$ cat src/rtl/instr_encoder_pkg.sv
// Shared definitions for the RV32I instruction encoder.
// Holds the request-kind codes, the RV32I major opcodes (shared with the
// main control decoder), the immediate range limits and a small range helper.
package instr_encoder_pkg;

  // Request kinds on in_kind; 9..15 are illegal.
  localparam logic [3:0] KIND_LW     = 4'd0;
  localparam logic [3:0] KIND_SW     = 4'd1;
  localparam logic [3:0] KIND_RTYPE  = 4'd2;
  localparam logic [3:0] KIND_BRANCH = 4'd3;
  localparam logic [3:0] KIND_ITYPE  = 4'd4;
  localparam logic [3:0] KIND_JALR   = 4'd5;
  localparam logic [3:0] KIND_JAL    = 4'd6;
  localparam logic [3:0] KIND_LUI    = 4'd7;
  localparam logic [3:0] KIND_AUIPC  = 4'd8;

  // Major opcodes, instr[6:0].
  localparam logic [6:0] OP_LOAD   = 7'b0000011;
  localparam logic [6:0] OP_STORE  = 7'b0100011;
  localparam logic [6:0] OP_OP     = 7'b0110011;
  localparam logic [6:0] OP_BRANCH = 7'b1100011;
  localparam logic [6:0] OP_IMM    = 7'b0010011;
  localparam logic [6:0] OP_JALR   = 7'b1100111;
  localparam logic [6:0] OP_JAL    = 7'b1101111;
  localparam logic [6:0] OP_LUI    = 7'b0110111;
  localparam logic [6:0] OP_AUIPC  = 7'b0010111;

  // Immediate limits (signed byte offsets / shift amounts).
  localparam int IMM12_MIN = -2048;
  localparam int IMM12_MAX = 2047;
  localparam int SHAMT_MIN = 0;
  localparam int SHAMT_MAX = 31;
  localparam int BR_MIN    = -4096;
  localparam int BR_MAX    = 4094;
  localparam int JAL_MIN   = -(1 << 20);
  localparam int JAL_MAX   = (1 << 20) - 2;

  // Loader FSM states.
  typedef enum logic [1:0] {
    ST_IDLE,
    ST_LOAD,
    ST_DONE,
    ST_ERR
  } encStateT;

  // Decoded instruction description presented to the field packer.
  typedef struct packed {
    logic [3:0]  kind;
    logic [4:0]  rd;
    logic [4:0]  rs1;
    logic [4:0]  rs2;
    logic [2:0]  funct3;
    logic        funct7b5;
    logic [31:0] imm;
  } encReqT;

  // Signed inclusive range test on a two's complement immediate.
  function automatic logic inRange(input logic signed [31:0] v,
                                   input int lo, input int hi);
    return (v >= lo) && (v <= hi);
  endfunction

endpackage

$ cat src/rtl/instr_field_pack.sv
// Combinational RV32I field packer.
// Ports:
//   req     - decoded description (kind, register fields, funct3/funct7b5, imm)
//   instr   - 32-bit machine word (don't-care when illegal)
//   illegal - request cannot be encoded (bad kind, immediate out of range,
//             misaligned branch/jump target, reserved branch funct3)
module instr_field_pack
  import instr_encoder_pkg::*;
(
  input  encReqT      req,
  output logic [31:0] instr,
  output logic        illegal
);

  logic isShift;

  // funct3 001/101 under OP-IMM are slli/srli/srai: 5-bit shamt, funct7 above.
  assign isShift = (req.funct3 == 3'b001) || (req.funct3 == 3'b101);

  always_comb begin
    instr   = '0;
    illegal = 1'b0;
    case (req.kind)
      KIND_LW: begin
        instr   = {req.imm[11:0], req.rs1, req.funct3, req.rd, OP_LOAD};
        illegal = !inRange(req.imm, IMM12_MIN, IMM12_MAX);
      end
      KIND_SW: begin
        instr   = {req.imm[11:5], req.rs2, req.rs1, req.funct3,
                   req.imm[4:0], OP_STORE};
        illegal = !inRange(req.imm, IMM12_MIN, IMM12_MAX);
      end
      KIND_RTYPE: begin
        instr = {1'b0, req.funct7b5, 5'b00000, req.rs2, req.rs1,
                 req.funct3, req.rd, OP_OP};
      end
      KIND_BRANCH: begin
        instr   = {req.imm[12], req.imm[10:5], req.rs2, req.rs1, req.funct3,
                   req.imm[4:1], req.imm[11], OP_BRANCH};
        // 010/011 have no branch meaning in RV32I.
        illegal = req.imm[0] || !inRange(req.imm, BR_MIN, BR_MAX) ||
                  (req.funct3 == 3'b010) || (req.funct3 == 3'b011);
      end
      KIND_ITYPE: begin
        if (isShift) begin
          instr   = {1'b0, req.funct7b5, 5'b00000, req.imm[4:0], req.rs1,
                     req.funct3, req.rd, OP_IMM};
          illegal = !inRange(req.imm, SHAMT_MIN, SHAMT_MAX);
        end else begin
          instr   = {req.imm[11:0], req.rs1, req.funct3, req.rd, OP_IMM};
          illegal = !inRange(req.imm, IMM12_MIN, IMM12_MAX);
        end
      end
      KIND_JALR: begin
        instr   = {req.imm[11:0], req.rs1, 3'b000, req.rd, OP_JALR};
        illegal = !inRange(req.imm, IMM12_MIN, IMM12_MAX);
      end
      KIND_JAL: begin
        instr   = {req.imm[20], req.imm[10:1], req.imm[11], req.imm[19:12],
                   req.rd, OP_JAL};
        illegal = req.imm[0] || !inRange(req.imm, JAL_MIN, JAL_MAX);
      end
      KIND_LUI: begin
        instr   = {req.imm[31:12], req.rd, OP_LUI};
        illegal = |req.imm[11:0];
      end
      KIND_AUIPC: begin
        instr   = {req.imm[31:12], req.rd, OP_AUIPC};
        illegal = |req.imm[11:0];
      end
      default: illegal = 1'b1;
    endcase
  end

endmodule

$ cat src/rtl/instr_encoder.sv
// RV32I instruction encoder for the program loader.
// Accepts decoded instruction descriptions over valid/ready, encodes them and
// streams the words out of a one-deep registered stage with word-aligned
// addresses starting at BASE_ADDR.
// Ports:
//   clk, reset              - clock, synchronous active-low reset
//   start                   - pulse: begin a load at BASE_ADDR (ignored in LOAD)
//   in_valid/in_ready       - request handshake
//   in_kind..in_imm,in_last - request fields; in_last ends the program
//   out_valid/out_ready     - encoded-word handshake
//   out_instr, out_addr     - encoded word and its address
//   busy, done, err         - state is LOAD / DONE / ERR
module instr_encoder
  import instr_encoder_pkg::*;
#(
  parameter int               ADDR_W    = 32,
  parameter logic [ADDR_W-1:0] BASE_ADDR = '0
) (
  input  logic              clk,
  input  logic              reset,
  input  logic              start,
  input  logic              in_valid,
  output logic              in_ready,
  input  logic [3:0]        in_kind,
  input  logic [4:0]        in_rd,
  input  logic [4:0]        in_rs1,
  input  logic [4:0]        in_rs2,
  input  logic [2:0]        in_funct3,
  input  logic              in_funct7b5,
  input  logic [31:0]       in_imm,
  input  logic              in_last,
  output logic              out_valid,
  input  logic              out_ready,
  output logic [31:0]       out_instr,
  output logic [ADDR_W-1:0] out_addr,
  output logic              busy,
  output logic              done,
  output logic              err
);

  encStateT          state;
  logic              outValidQ;
  logic [31:0]       outInstrQ;
  logic [ADDR_W-1:0] addrQ;
  logic              lastPending;  // last word accepted, waiting for its handshake
  encReqT            req;
  logic [31:0]       packedInstr;
  logic              reqIllegal;
  logic              accept;
  logic              outHs;

  assign req = '{kind:     in_kind,
                 rd:       in_rd,
                 rs1:      in_rs1,
                 rs2:      in_rs2,
                 funct3:   in_funct3,
                 funct7b5: in_funct7b5,
                 imm:      in_imm};

  instr_field_pack uPack (
    .req     (req),
    .instr   (packedInstr),
    .illegal (reqIllegal)
  );

  // Once the last word is taken nothing more belongs to this program, so
  // further requests are held off until the word drains and we reach DONE.
  assign in_ready = (state == ST_LOAD) && !lastPending && (!outValidQ || out_ready);
  assign accept   = in_valid && in_ready;
  assign outHs    = outValidQ && out_ready;

  always_ff @(posedge clk) begin
    if (!reset) begin
      state       <= ST_IDLE;
      outValidQ   <= 1'b0;
      outInstrQ   <= '0;
      addrQ       <= BASE_ADDR;
      lastPending <= 1'b0;
    end else begin
      // The counter always names the word currently in the output stage.
      if (outHs) begin
        outValidQ <= 1'b0;
        addrQ     <= addrQ + ADDR_W'(4);
      end
      case (state)
        ST_IDLE, ST_DONE, ST_ERR: begin
          // A word still draining after an error belongs to the aborted
          // program; a fresh load discards it so addresses restart cleanly.
          if (start) begin
            state       <= ST_LOAD;
            addrQ       <= BASE_ADDR;
            outValidQ   <= 1'b0;
            lastPending <= 1'b0;
          end
        end
        ST_LOAD: begin
          if (accept) begin
            if (reqIllegal) begin
              state <= ST_ERR;
            end else begin
              outValidQ   <= 1'b1;
              outInstrQ   <= packedInstr;
              lastPending <= in_last;
            end
          end
          if (lastPending && outHs) begin
            state       <= ST_DONE;
            lastPending <= 1'b0;
          end
        end
        default: state <= ST_IDLE;
      endcase
    end
  end

  assign out_valid = outValidQ;
  assign out_instr = outInstrQ;
  assign out_addr  = addrQ;
  assign busy      = (state == ST_LOAD);
  assign done      = (state == ST_DONE);
  assign err       = (state == ST_ERR);

endmodule

$ cat config.mk
export PLATFORM = sky130hd
export DESIGN_NAME = instr_encoder
export DESIGN_NICKNAME = d
export VERILOG_FILES = /design/src/rtl/instr_encoder_pkg.sv /design/src/rtl/instr_field_pack.sv /design/src/rtl/instr_encoder.sv
export SDC_FILE = /design/constraint.sdc
export NUM_CORES = 1
export LEC_CHECK = 0
export CORE_MARGIN = 8
export CORE_UTILIZATION = 46
export CTS_CLUSTER_SIZE = 20
export DETAILED_ROUTE_END_ITERATION = 12
export HOLD_SLACK_MARGIN = 0.02
export MAX_ROUTING_LAYER = met4
export PLACE_DENSITY = 0.82
export SYNTH_ARGS = -nofsm -noshare
export SYNTH_HDL_FRONTEND = slang
export SYNTH_SLANG_ARGS = --single-unit
$ cat constraint.sdc
create_clock -name clk -period 2.8 [get_ports clk]
set_clock_uncertainty 0.2 [all_clocks]
set_input_delay 0.42 -clock clk [delete_from_list [all_inputs] [get_ports clk]]
set_output_delay 0.42 -clock clk [all_outputs]
set_load 0.05 [all_outputs]
==> impl_metrics.sql, run 1 <==
INSERT INTO impl_metrics (metric_group, metric, value, unit) VALUES
('timing', 'grt_setup_unrepaired', 'no', ''),
('yosys', 'number_of_enable_type_register_cells_in_the_synthesized_netlist', '0', ''),
('detailed_routing', 'detail_route.drc_violations', '0', ''),
('run_status', 'outcome', 'complete, no violations', ''),
('clock_network', 'root_buffer', 'clkbuf_8', ''),
('clock_network', 'cts_max_level', '3', ''),
('timing', 'fin_crit', '2.63', 'ns'),
('die', 'floorplan_core_area', '7730', 'µm²'),
('placed_design', 'dp_hpwl', '9.63', 'mm'),
('detailed_routing', 'detailedRoute.firstIterationViolations', '223', ''),
('placed_design', 'place.port_buffers', '127', ''),
('yosys', 'ranking_of_synthesized_cells_by_area', 'dfxtp_1 35%, nand2_1 7.1%, mux2i_1 6.8%', ''),
('clock_network', 'clock-sinks', '65', ''),
('timing', 'fin_hold_ws', '0.264', 'ns'),
('placed_design', 'post-place-ws', '-0.249', 'ns'),
('yosys', 'synth.largest_area_cell', 'dfxtp_1', ''),
('setup_path', 'timing.critical_path.arrival', '2.65', 'ns'),
('clock_network', 'hold_buffers', '0', ''),
('pwr', 'power_per_cell_area', '374', 'nW/µm²'),
('yosys', 'synth.yosys.seq_area_share', '0.354', ''),
('yosys', 'post_synth_and_or_nand_nor_area_fraction', '0.293', ''),
('yosys', 'synth_top_family_by_area', 'simple AND/OR/NAND/NOR gates', ''),
('yosys', 'synth_xor_area_frac', '0.0572', ''),
('timing', 'finalSetupViolations', '0', ''),
('detailed_routing', 'met2WireLength', '5.87', 'mm'),
('yosys', 'synth.ff_latch_count', '65', ''),
('yosys', 'ys.flop_type', 'dfxtp_1', ''),
('setup_path', 'critical_path.max_stage_delay', '0.44', 'ns'),
('yosys', 'synthDistinctLibCells', '59', ''),
('detailed_routing', 'via_per_instance_ratio', '5.46', ''),
('yosys', 'post_synth_most_frequent_cells', '70 x nand2_1, 65 x dfxtp_1, 43 x nor2_1', ''),
('global_routing', 'number_of_antenna_violations_at_the_first_check_in_global_routing', '0', ''),
('hold_path', 'timing.hold.worst.start', 'out_instr[24]', ''),
('yosys', 'synth_compound_gate_area_share', '0.178', ''),
('yosys', 'synth_adder_area_share', '0.00340', ''),
('detailed_routing', 'wl_met3', '726', 'µm'),
('yosys', 'synthesis.area_per_instance', '8.08', 'µm²'),
('final_layout', 'postLayoutCellArea', '5550', 'µm²'),
('final_layout', 'area_delta_synth_final', '50.8', '%'),
('setup_path', 'worst-setup-path-type', 'primary input to flip-flop', ''),
('die', 'dieHeight', '105', 'µm'),
('timing', 'setup-tns-final', '0', 'ns'),
('timing', 'tightest_slew', '0.566', 'ns'),
('setup_path', 'startpoint', 'in_imm[16]', ''),
('setup_path', 'crit_buf_inv', '2', ''),
('placed_design', 'placed_cell_area', '5370', 'µm²'),
('global_routing', 'global_route.overflow_total', '0', ''),
('yosys', 'cell_area_after_synthesis', '3680', 'µm²'),
('hold_path', 'min-delay-path-class', 'flip-flop to flip-flop', ''),
('die', 'num_rows', '32', ''),
('global_routing', 'grt_max_degree', '42', ''),
('detailed_routing', 'wirelength_met1', '5.27', 'mm'),
('timing', 'achievable-frequency', '380', 'MHz'),
('pwr', 'report.power.total', '2.08', 'mW'),
('final_layout', 'antenna_cells_inserted', '0', ''),
('detailed_routing', 'drt-wirelength-per-cell', '16.5', 'µm'),
('setup_path', 'worst_ep_required_time', '2.82', 'ns'),
('clock_network', 'postCtsSetupRepairBufs', '0', ''),
('timing', 'timing.final.max_slew_violations', '0', ''),
('yosys', 'yosysTopAreaCellShare', '0.354', ''),
('setup_path', 'max_fo_critical_path', '8', ''),
('die', 'start_util', '0.476', ''),
('clock_network', 'post_cts.resized_instances', '0', ''),
('clock_network', 'cts_made_buffers', '9', ''),
('final_layout', 'nFillCells', '595', ''),
('die', 'dieArea', '11100', 'µm²'),
('yosys', 'postSynthCellCount', '455', ''),
('detailed_routing', 'drt-pass1-iter-count', '4', ''),
('clock_network', 'clockBufferDepth', '2', ''),
('yosys', 'synth.yosys.warnings', '0', ''),
('global_routing', 'grt_first_pass_wirelength', '19.8', 'mm');
[flip-flops by register name, indices dropped and copies added, names as in the netlist]
name,count
out_instr,31
state,2
out_valid,1
out_addr,30
lastPending,1
[cell type report]
cell class,instances,area [µm²],area share
Clock buffer,11,141,0.0255
Inverter,9,33.8,0.00609
Timing Repair Buffer,178,1680,0.304
Multi-Input combinational cell,355,2230,0.401
Tap cell,102,128,0.0230
Sequential cell,65,1300,0.235
Clock inverter,5,31.3,0.00564
[power breakdown]
part / switching [mW] / internal (mW) / leakage, nW
combinational: 0.222 / 0.205 / 1.58
clock: 0.365 / 0.343 / 0.0891
sequential: 0.00707 / 0.934 / 0.524
total: 0.593 / 1.48 / 2.20
[tightest hold or removal path, delay by kind of cell, from the launching register on]
kind	cells	cell delay (ns)
mux	1	0.05
flops	1	0.31
simple gates	1	0.05
[cell usage in the layout (no fill, tap or decap), drive strengths merged, types with 16 or more instances in the layout]
master / count
dfxtp: 65
nor2: 44
clkdlybuf4s50: 125
a21oi: 19
o21ai: 20
mux2i: 25
xor2: 19
buf: 53
nand3: 16
nand2: 71
[final timing paths]
check                       end  slack [ns]  cells past startpoint
setup / recovery  out_instr[30]        0.17                      8
hold reg to reg   out_instr[24]        0.26                      2
setup reg to reg   out_addr[31]        0.46                      7
hold / removal    out_instr[24]        0.26                      2
[logic make-up (layout without fill, tap and decap cells)]
logic type | count (synthesis) | after routing
compound gates | 92 | 92
xor+xnor | 24 | 24
fa+ha+maj | 1 | 1
buf+inv | 36 | 203
flops | 65 | 65
mux | 25 | 25
other cells | 1 | 2
simple gates | 211 | 211
[layer usage]
metal  vias to the layer above  GRT usage
li1                       1969          -
met1                      1819      0.262
met2                       167      0.362
met3                         4     0.0445
met4                         0     0.0622
met5                         -          -
[stage by stage]
step,instances,utilization
floorplan,456,-
global placement,709,0.694
detailed placement,709,0.694
CTS,725,0.717
global route,725,0.718
finish,725,0.718
Power figures use the tool's default switching activity.
==> run 2, diff against run 1 <==
--- a/config.mk
+++ b/config.mk
@@ -5,13 +5,13 @@
 export SDC_FILE = /design/constraint.sdc
 export NUM_CORES = 1
 export LEC_CHECK = 0
-export CORE_MARGIN = 8
 export CORE_UTILIZATION = 46
 export CTS_CLUSTER_SIZE = 20
 export DETAILED_ROUTE_END_ITERATION = 12
 export HOLD_SLACK_MARGIN = 0.02
 export MAX_ROUTING_LAYER = met4
 export PLACE_DENSITY = 0.82
+export SETUP_SLACK_MARGIN = 0.02
 export SYNTH_ARGS = -nofsm -noshare
 export SYNTH_HDL_FRONTEND = slang
 export SYNTH_SLANG_ARGS = --single-unit
==> run 2 against run 1 <==
Cell count shrank 0.28%; clock power grew 24%; first-iteration DRC count shrank 17%; critical path type unchanged; highest routed layer unchanged.
==> impl_metrics.sql, run 2 (same netlist as run 1, synthesis figures left out) <==
INSERT INTO impl_metrics (metric_group, metric, value, unit) VALUES
('setup_path', 'setup.reg_to_reg.worst_slack', '0.34', 'ns'),
('global_routing', 'grt_first_pass_wirelength', '17.7', 'mm'),
('die', 'dieArea', '8360', 'µm²'),
('pwr', 'worst_ir_drop_vdd', '0.234', 'mV'),
('setup_path', 'slowest_stage', 'clkdlybuf4s50_1', ''),
('die', 'floorplan_core_area', '7730', 'µm²'),
('job', 'max_cap_violations', '0', ''),
('timing', 'hold_viol_final', '0', ''),
('setup_path', 'crit_path_start_kind', 'primary input', ''),
('timing', 'grt_setup_unrepaired', 'no', ''),
('setup_path', 'critical_path.max_stage_delay', '0.42', 'ns'),
('clock_network', 'clockBufferDepth', '2', ''),
('global_routing', 'first_global_vias', '3883', ''),
('placed_design', 'placed_cell_area', '5350', 'µm²'),
('placed_design', 'gpl.final_weighted_congestion', '0.952', ''),
('final_layout', 'mostFrequentLayoutCell', 'clkdlybuf4s50_1', ''),
('clock_network', 'clock-sinks', '65', ''),
('timing', 'tightest_slew', '0.668', 'ns'),
('die', 'num_io_pins', '130', ''),
('clock_network', 'tritoncts', 'yes', ''),
('detailed_routing', 'postRouteWirelength', '10.8', 'mm'),
('placed_design', 'place.port_buffers', '127', ''),
('timing', 'achievable-frequency', '384', 'MHz'),
('clock_network', 'clock_insertion_delay_worst_skew', '0.34', 'ns'),
('detailed_routing', 'drt-pass1-iter-count', '5', ''),
('clock_network', 'post_cts.resized_instances', '0', ''),
('placed_design', 'post-place-ws', '-0.139', 'ns'),
('global_routing', 'grt_max_degree', '42', ''),
('global_routing', 'number_of_antenna_violations_at_the_first_check_in_global_routing', '0', ''),
('die', 'num_rows', '32', ''),
('final_layout', 'fraction_of_layout_cells_with_a_size_suffix_above_1', '0.122', ''),
('final_layout', 'final_cell_mix', '125 x clkdlybuf4s50_1, 70 x nand2_1, 65 x dfxtp_1', ''),
('die', 'floorplan.die.width', '91.4', 'µm'),
('setup_path', 'worst_ep_required_time', '2.82', 'ns'),
('setup_path', 'critPathCapture', 'state[1]', ''),
('detailed_routing', 'drt-wirelength-per-cell', '15.0', 'µm'),
('detailed_routing', 'detailedRoute.firstIterationViolations', '186', ''),
('setup_path', 'crit_cells', '7', ''),
('setup_path', 'max_fo_critical_path', '8', ''),
('clock_network', 'cts_max_level', '3', ''),
('setup_path', 'reg2reg_depth', '6', ''),
('clock_network', 'hold_buffers', '0', ''),
('detailed_routing', 'antenna_left', '0', ''),
('hold_path', 'min-delay-path-class', 'flip-flop to flip-flop', ''),
('setup_path', 'worst-setup-path-type', 'primary input to flip-flop', ''),
('timing', 'timing.final.crit_share', '0.929', ''),
('clock_network', 'postCtsSetupRepairBufs', '0', ''),
('setup_path', 'cp_capture_type', 'flip-flop', ''),
('timing', 'max_slew_margin', '0.555', ''),
('setup_path', 'regToRegEndpoint', 'out_addr[31]', ''),
('timing', 'postLayoutSetupSlackWorst', '0.197', 'ns'),
('die', 'start_util', '0.476', ''),
('die', 'dieHeight', '91.4', 'µm'),
('placed_design', 'dp_hpwl', '8.55', 'mm'),
('global_routing', 'global_route.overflow_total', '0', ''),
('clock_network', 'cts_made_buffers', '9', ''),
('final_layout', 'postLayoutCellArea', '5570', 'µm²'),
('setup_path', 'crit_buf_inv', '1', ''),
('detailed_routing', 'via_per_instance_ratio', '5.54', ''),
('final_layout', 'post-route-util', '0.721', ''),
('clock_network', 'root_buffer', 'clkbuf_8', ''),
('global_routing', 'globalRouteTotalUtil', '0.273', ''),
('pwr', 'power_per_cell_area', '402', 'nW/µm²'),
('setup_path', 'timing.critical_path.arrival', '2.62', 'ns'),
('setup_path', 'worstReg2RegStart', 'out_addr[11]', ''),
('detailed_routing', 'route.vias.total', '4007', ''),
('timing', 'timing.final.max_slew_violations', '0', ''),
('final_layout', 'area_delta_synth_final', '51.5', '%'),
('setup_path', 'crit_path_cell_chain', 'clkdlybuf4s50_1, nor4_1, nand4_1, a221o_1, a211o_1, o311ai_0, nand2_1', ''),
('setup_path', 'startpoint', 'in_imm[10]', ''),
('run_status', 'outcome', 'complete, no violations', ''),
('final_layout', 'antenna_cells_inserted', '0', ''),
('clock_network', 'cts.reportedPaths.clkPinSlew', '0.08', 'ns'),
('setup_path', 'worst_path_dominant_cell_family', 'compound AO/OA/AOI/OAI gates', ''),
('timing', 'finalSetupViolations', '0', ''),
('timing', 'setup-tns-final', '0', 'ns'),
('pwr', 'leakagePower', '2.20', 'nW'),
('detailed_routing', 'detail_route.drc_violations', '0', ''),
('timing', 'fin_crit', '2.60', 'ns'),
('final_layout', 'finish.net_count', '678', ''),
('final_layout', 'largest_register_ffs', '31', '');
-- run 2: power by group --
| part | leakage (nW) | switching [mW] | total [mW] | internal (mW) |
|---|---|---|---|---|
| registers | 0.524 | 0.00685 | 0.941 | 0.934 |
| clock network | 0.103 | 0.373 | 0.877 | 0.504 |
| logic | 1.57 | 0.220 | 0.425 | 0.205 |
| total | 2.20 | 0.599 | 2.24 | 1.64 |
-- run 2: through the flow --
stage | power (mW) | hold WS (ns) | instances
final | 2.24 | 0.259 | 723
after global routing | 2.34 | 0.286 | 723
after CTS | 2.26 | 0.263 | 723
after detailed placement | 1.38 | 0.254 | 707
after global placement | 1.38 | 0.247 | 707
after floorplan | 1.17 | 0.261 | 456
-- run 2: layout make-up --
type / count / area (µm²)
Multi-Input combinational cell: 355 / 2220
Sequential cell: 65 / 1300
Clock inverter: 6 / 92.6
Fill cell: 606 / 2160
Tap cell: 102 / 128
Timing Repair Buffer: 176 / 1670
Clock buffer: 10 / 128
Inverter: 9 / 33.8
-- run 2: worst min path at each step --
stage | startpoint | end | slack [ns] | depth (start not counted)
6_report | out_instr[20] | out_instr[20] | 0.26 | 2
5_1_grt | out_instr[19] | out_instr[19] | 0.29 | 2
4_1_cts | out_instr[20] | out_instr[20] | 0.26 | 2
3_5_place_dp | out_instr[20] | out_instr[20] | 0.25 | 2
3_3_place_gp | out_instr[3] | out_instr[3] | 0.25 | 2
2_1_floorplan | state[1] | state[1] | 0.26 | 2
-- run 2: tightest hold or removal path, delay by kind of cell (launching register included) --
kind	cells	cell delay, ns
flip-flops	1	0.31
AND/OR/NAND/NOR	1	0.05
multiplexers	1	0.05
-- run 2: per-layer routing --
layer / share of wire / global-route usage / vias to the layer above
met1: 0.43 / 0.322 / 1868
met2: 0.48 / 0.453 / 156
met4: 0.030 / 0.115 / 0
met3: 0.059 / 0.0511 / 30
met5: 0 / - / -
li1: - / - / 1953
